`src/rtl/skinny_sbox_pkg.sv`:
```
// Shared constants for the SKINNY 8-bit S-box datapaths: bit permutations,
// control FSM states and the per-round randomness budget.
package skinny_sbox_pkg;

  typedef enum logic [1:0] {
    ST_IDLE,
    ST_ROUND,
    ST_DONE
  } state_e;

  // Entry i names the source bit that lands in destination bit i.
  localparam int unsigned P_FWD  [8] = '{5, 3, 0, 4, 6, 7, 1, 2};
  localparam int unsigned P_INV  [8] = '{2, 6, 7, 1, 3, 0, 4, 5};
  localparam int unsigned P3_FWD [8] = '{0, 2, 1, 3, 4, 5, 6, 7};
  localparam int unsigned P3_INV [8] = '{0, 2, 1, 3, 4, 5, 6, 7};

  // Two HPC2 gadgets per round, each needing one bit per share pair.
  function automatic int nrnd(input int d);
    return 2 * (d * (d - 1) / 2);
  endfunction

endpackage

```
`src/rtl/skinny_inv_sbox_round.sv`:
```
// Two masked NOR-XOR lanes of the S-box round: x4 ^= ~(x7|x6), x0 ^= ~(x3|x2),
// each built from an HPC2 AND of complemented operands. Registers load on en.
module skinny_inv_sbox_round
  import skinny_sbox_pkg::*;
#(
  parameter int d = 2,
  localparam int NRND = nrnd(d),
  localparam int NR = NRND / 2
) (
  input  logic            clk,
  input  logic            rst_n,
  input  logic            en,
  input  logic            clr,
  input  logic [8*d-1:0]  state_in,
  input  logic [NRND-1:0] rnd,
  output logic [8*d-1:0]  state_out
);
  localparam int unsigned OPA [2] = '{7, 3};
  localparam int unsigned OPB [2] = '{6, 2};
  localparam logic [d-1:0] INV_MASK = 1;

  logic [2*d-1:0] nor_out;

  genvar gl, gi, gj;
  for (gl = 0; gl < 2; gl++) begin : g_lane
    logic [d-1:0] a, b, c;
    // Masked NOT only flips share 0.
    assign a = state_in[OPA[gl]*d +: d] ^ INV_MASK;
    assign b = state_in[OPB[gl]*d +: d] ^ INV_MASK;

    for (gi = 0; gi < d; gi++) begin : g_share
      logic ab_reg;
      logic [d-2:0] terms;

      always_ff @(posedge clk) begin
        if (!rst_n || clr) ab_reg <= 1'b0;
        else if (en)       ab_reg <= a[gi] & b[gi];
      end

      for (gj = 0; gj < d - 1; gj++) begin : g_pair
        localparam int J  = (gj < gi) ? gj : gj + 1;
        localparam int LO = (gi < J) ? gi : J;
        localparam int HI = (gi < J) ? J : gi;
        // r_ij is shared between share i and share j (symmetric pair index).
        localparam int K  = LO * d - LO * (LO + 1) / 2 + (HI - LO - 1);
        logic u_reg, v_reg;

        always_ff @(posedge clk) begin
          if (!rst_n || clr) begin
            u_reg <= 1'b0;
            v_reg <= 1'b0;
          end else if (en) begin
            u_reg <= ~a[gi] & rnd[gl*NR + K];
            v_reg <= b[J] ^ rnd[gl*NR + K];
          end
        end

        assign terms[gj] = u_reg ^ (a[gi] & v_reg);
      end

      assign c[gi] = ab_reg ^ (^terms);
    end

    assign nor_out[gl*d +: d] = c;
  end

  always_comb begin
    state_out          = state_in;
    state_out[4*d +: d] = state_in[4*d +: d] ^ nor_out[0 +: d];
    state_out[0 +: d]   = state_in[0 +: d] ^ nor_out[d +: d];
  end

endmodule

```
`src/rtl/skinny_masked_inv_sbox_iterative.sv`:
```
// Masked iterative SKINNY S8^-1: four rounds of (P_r^-1, f), two cycles each.
// Define INVSBOX_FLUSH_EN to clear state and gadget registers after each result.
`ifndef DEFAULTSHARES
`define DEFAULTSHARES 2
`endif

module skinny_masked_inv_sbox_iterative
  import skinny_sbox_pkg::*;
#(
  parameter int d = `DEFAULTSHARES,
  localparam int NRND = nrnd(d)
) (
  input  logic            clk,
  input  logic            rst_n,
  input  logic [8*d-1:0]  in_data,
  input  logic            in_valid,
  output logic            in_ready,
  input  logic [NRND-1:0] rnd,
  output logic [8*d-1:0]  out_data,
  output logic            out_valid,
  input  logic            out_ready,
  output logic            busy
);
  state_e         fsm_reg;
  logic [1:0]     rc_reg;
  logic           ph_reg;
  logic [8*d-1:0] state_reg;
  logic [8*d-1:0] in_perm;
  logic [8*d-1:0] round_out;
  logic [8*d-1:0] round_perm;
  logic           gadget_en;
  logic           gadget_clr;

  // Permutations are share-wise rewiring of whole bit groups.
  genvar gi;
  for (gi = 0; gi < 8; gi++) begin : g_perm
    assign in_perm[gi*d +: d]    = in_data[P3_INV[gi]*d +: d];
    assign round_perm[gi*d +: d] = round_out[P_INV[gi]*d +: d];
  end

  assign gadget_en = (fsm_reg == ST_ROUND) && !ph_reg;

`ifdef INVSBOX_FLUSH_EN
  assign gadget_clr = (fsm_reg == ST_DONE) && out_ready;
  assign out_data   = out_valid ? state_reg : '0;
`else
  assign gadget_clr = 1'b0;
  assign out_data   = state_reg;
`endif

  skinny_inv_sbox_round #(.d(d)) u_round (
    .clk      (clk),
    .rst_n    (rst_n),
    .en       (gadget_en),
    .clr      (gadget_clr),
    .state_in (state_reg),
    .rnd      (rnd),
    .state_out(round_out)
  );

  always_ff @(posedge clk) begin
    if (!rst_n) begin
      fsm_reg   <= ST_IDLE;
      rc_reg    <= 2'd0;
      ph_reg    <= 1'b0;
      state_reg <= '0;
      in_ready  <= 1'b1;
      out_valid <= 1'b0;
      busy      <= 1'b0;
    end else begin
      case (fsm_reg)
        ST_IDLE: begin
          if (in_valid) begin
            state_reg <= in_perm;
            rc_reg    <= 2'd3;
            ph_reg    <= 1'b0;
            fsm_reg   <= ST_ROUND;
            in_ready  <= 1'b0;
            busy      <= 1'b1;
          end
        end
        ST_ROUND: begin
          if (!ph_reg) begin
            ph_reg <= 1'b1;
          end else if (rc_reg != 2'd0) begin
            // Fold the next round's inverse permutation into this update.
            state_reg <= round_perm;
            rc_reg    <= rc_reg - 2'd1;
            ph_reg    <= 1'b0;
          end else begin
            state_reg <= round_out;
            ph_reg    <= 1'b0;
            fsm_reg   <= ST_DONE;
            busy      <= 1'b0;
            out_valid <= 1'b1;
          end
        end
        ST_DONE: begin
          if (out_ready) begin
            fsm_reg   <= ST_IDLE;
            out_valid <= 1'b0;
            in_ready  <= 1'b1;
`ifdef INVSBOX_FLUSH_EN
            state_reg <= '0;
`endif
          end
        end
        default: begin
          fsm_reg   <= ST_IDLE;
          in_ready  <= 1'b1;
          out_valid <= 1'b0;
          busy      <= 1'b0;
        end
      endcase
    end
  end

endmodule

```
`config.mk`:
```
export PLATFORM = sky130hd
export DESIGN_NAME = skinny_masked_inv_sbox_iterative
export DESIGN_NICKNAME = d
export VERILOG_FILES = /design/src/rtl/skinny_sbox_pkg.sv /design/src/rtl/skinny_inv_sbox_round.sv /design/src/rtl/skinny_masked_inv_sbox_iterative.sv
export SDC_FILE = /design/constraint.sdc
export NUM_CORES = 1
export LEC_CHECK = 0
export ABC_CLOCK_PERIOD_IN_PS = 3000
export CAP_MARGIN = 20
export CORE_MARGIN = 2
export CORE_UTILIZATION = 35
export DETAILED_ROUTE_END_ITERATION = 10
export MAX_ROUTING_LAYER = met4
export PLACE_DENSITY_LB_ADDON = 0.12
export SYNTH_ARGS = -nofsm -noshare
export SYNTH_HDL_FRONTEND = slang
export SYNTH_SLANG_ARGS = --single-unit
```
`constraint.sdc`:
```
create_clock -name clk -period 3 [get_ports clk]
set_clock_uncertainty 0.15 [all_clocks]
set_input_delay 0.6 -clock clk [delete_from_list [all_inputs] [get_ports clk]]
set_output_delay 0.6 -clock clk [all_outputs]
set_load 0.01 [all_outputs]
```
==> flow_summary.toml <==
[floorplanning]
die_w_um = 74.7
initial_utilization_pct = 36.6
die-area_um2 = 5590
io_pins = 41
coreArea_um2 = 4790
rows = 25
dieHeight_um = 74.7

[min_path]
holdPathStages = 2
min_from = "u_round.g_lane[1].g_share[1].ab_reg"
hold-path-endpoint = "u_round.g_lane[1].g_share[1].ab_reg"
hp-class = "flip-flop to flip-flop"

[cells_and_area]
final_nets = 271
diodes = 0
largest_reg_flops = 16
areaGrowthSynthToFinish_pct = 32.1
layout-drive-gt1-share_pct = 6.43
post_layout_nonfiller_instances = 316

[critical_path]
crit_path_start = "in_valid"
path_class = "input port to flip-flop"
path_max_fanout = 12
cp_num_cells = 6
slowest_stage = "clkdlybuf4s50_1"
r2r-start = "fsm_reg[1]"
critPathTopFamily = "buffers and inverters"
end_kind = "flip-flop"
crit_chain = "clkdlybuf4s50_1 -> nand2b_2 -> a21oi_2 -> buf_4 -> nor2_1 -> a211oi_1"
r2r_end = "u_round.g_lane[0].g_share[0].g_pair[0].v_reg"
critPathRequiredTime_ns = 3.06
path_buf_inv = 2
arrival_ns = 2.22
start_kind = "input port"
r2r_slack_ns = 0.88
critPathMaxStageDelay_ns = 0.55
worst_r2r_path_depth = 5

[detailed_routing]
num_vias = 1607
avgViaCountPerCell = 5.09
avgRoutedWirePerCell_um = 14.7
wl_um = 4650
drc = 0
drtIter0Drc = 111
firstDrtPassIters = 4
ant_nets = 0

[pwr]
total_power_mw = 1.33
p_leak_nw = 0.860
sw_frac_of_total_pct = 29.4
power_frac_clock_pct = 31.9
switchingPower_mw = 0.392
p_per_area_nw_per_um2 = 575
seqPwrFrac_pct = 43.5
combPwrFrac_pct = 24.6
ir_worst_vdd_uv = 292
p_int_mw = 0.939

[clock_network]
cts_tree = "built"
holdBufCountCts = 0
cts.sink_count = 36
clk_latency_ns = 0.29
clockBufferDepth = 2
htreeDepth = 2
cts_inserted_buffers = 5
clk_pin_slew_ns = 0.07
clock-root-buffer = "clkbuf_8"
cts-resized-gates = 0
postCtsSetupRepairBufs = 0

[placement]
dp_hpwl_um = 3150
dp.cells = 308
place_congestion = 0.781
port-buffer-count = 40

[synthesis]
ys_ff_latch = 36
syn_area_per_cell_um2 = 8.38
async_reset_ff_share_pct = 0
ys.flop_type = "dfxtp_1"
yosysWarnings = 0
synth_nets = 232
synth_area_leaders = "dfxtp_1 (41%), a21oi_1 (6.6%), nor2_1 (5.4%)"
syn-cell-area_um2 = 1750
seq_area_frac_synth_pct = 41.1
synth_edf_count = 0
synth_area_leader_cell = "dfxtp_1"
syn_inst = 209
ys_types = 33
yosysTopAreaCellShare_pct = 41.1

[timing]
slew_violations = 0
fin_crit_sh_pct = 72.2
max-slew-margin-rel_pct = 47.2
grt_setup_unrepaired = "no"
hold_viol = 0
worst_pin_slew_ns = 0.792
tns_ns = 0
holdWs_ns = 0.304
setup_violations = 0
fin_crit_ns = 2.17
fmax_mhz = 462

[grt]
grt_pass1_wl_um = 7450
grt_pass1_vias = 1472
grt_antenna_before_repair = 0
grt_max_degree = 26
overflow = 0
grt_usage_pct = 18.7

[flow_run]
cap_violations = 0

[status]
status = "complete, no violations"
-- worst max-delay path by stage --
stage                  endpoint  slack [ns]
floorplan             rc_reg[0]        1.33
global placement    out_data[7]        0.61
detailed placement  out_data[3]        0.54
CTS                 out_data[3]        0.84
global route        out_data[0]        0.71
finish              out_data[7]        0.83
-- cell type report --
cell class                      count  area [um2]
Fill cell                         486        2470
Multi-Input combinational cell    152         933
Clock inverter                      2        35.0
Tap cell                           67        83.8
Timing Repair Buffer               45         438
Clock buffer                        6        72.6
Sequential cell                    36         721
Inverter                            8        30.0
-- power groups by stage --
stage	clock network [mW]	registers, mW	logic [mW]
global route	0.459	0.587	0.361
detailed placement	0	0.590	0.328
CTS	0.437	0.579	0.330
floorplan	0	0.583	0.193
global placement	0	0.590	0.325
finish	0.425	0.579	0.327
-- metal layers --
metal  GRT usage (%)  vias to the layer above  wire length (um)
met5               -                        -                 0
met4            7.74                        0               123
met3            4.15                       10               223
met2            26.0                       48              2000
met1            26.1                      740              2300
li1                -                      809                 -
-- tightest hold or removal path: stages (launching register included) --
cell and delay, ns:
dfxtp_1 0.31, nand2_1 0.05, a21oi_1 0.05
-- cell usage in the layout, fill, tap and decap left out, types with 2 or more instances in the layout --
cell             instances
a211oi_1                 9
a21oi_1                 23
a21oi_2                  2
a311oi_1                 2
a31oi_1                  8
buf_4                    5
clkbuf_8                 5
clkdlybuf4s50_1         40
dfxtp_1                 36
inv_1                    8
nand2_1                 19
nand3_1                  5
nor2_1                  25
nor2b_1                  2
nor3_1                   5
nor3b_1                 12
o21ai_0                 14
o311a_1                  2
xnor2_1                  4
xnor3_1                  4
xor2_1                   4
-- Yosys cell counts, types with 5 or more instances --
library cell and count:
clkbuf_1 6, a211oi_1 9, nor3b_1 12, a31oi_1 8, nand2_1 19, inv_1 8, o21ai_0 14, nor2_1 25
dfxtp_1 36, nand3_1 5, a21oi_1 23, nor3_1 5
-- cells by family (layout without fill, tap and decap cells) --
kind of cell	count (synthesis)	count (layout)	synth area share, %
AOI/OAI and AO/OA	63	63	21.8
xor gates and xnor gates	12	12	9.14
adders and majority gates	1	1	0.714
buffers and inverters	21	61	5.57
DFF	36	36	41.1
and+or+nand+nor	76	76	21.6
-- per-stage QoR --
step / utilization [%] / worst slack (ns) / instance area (um2)
finish: 48.3 / 0.835 / 2310
global route: 48.3 / 0.710 / 2310
CTS: 48.3 / 0.839 / 2310
detailed placement: 46.1 / 0.537 / 2210
global placement: 46.1 / 0.606 / 2210
floorplan: - / 1.33 / 1750
No activity file was read; power rests on OpenSTA's default activity.
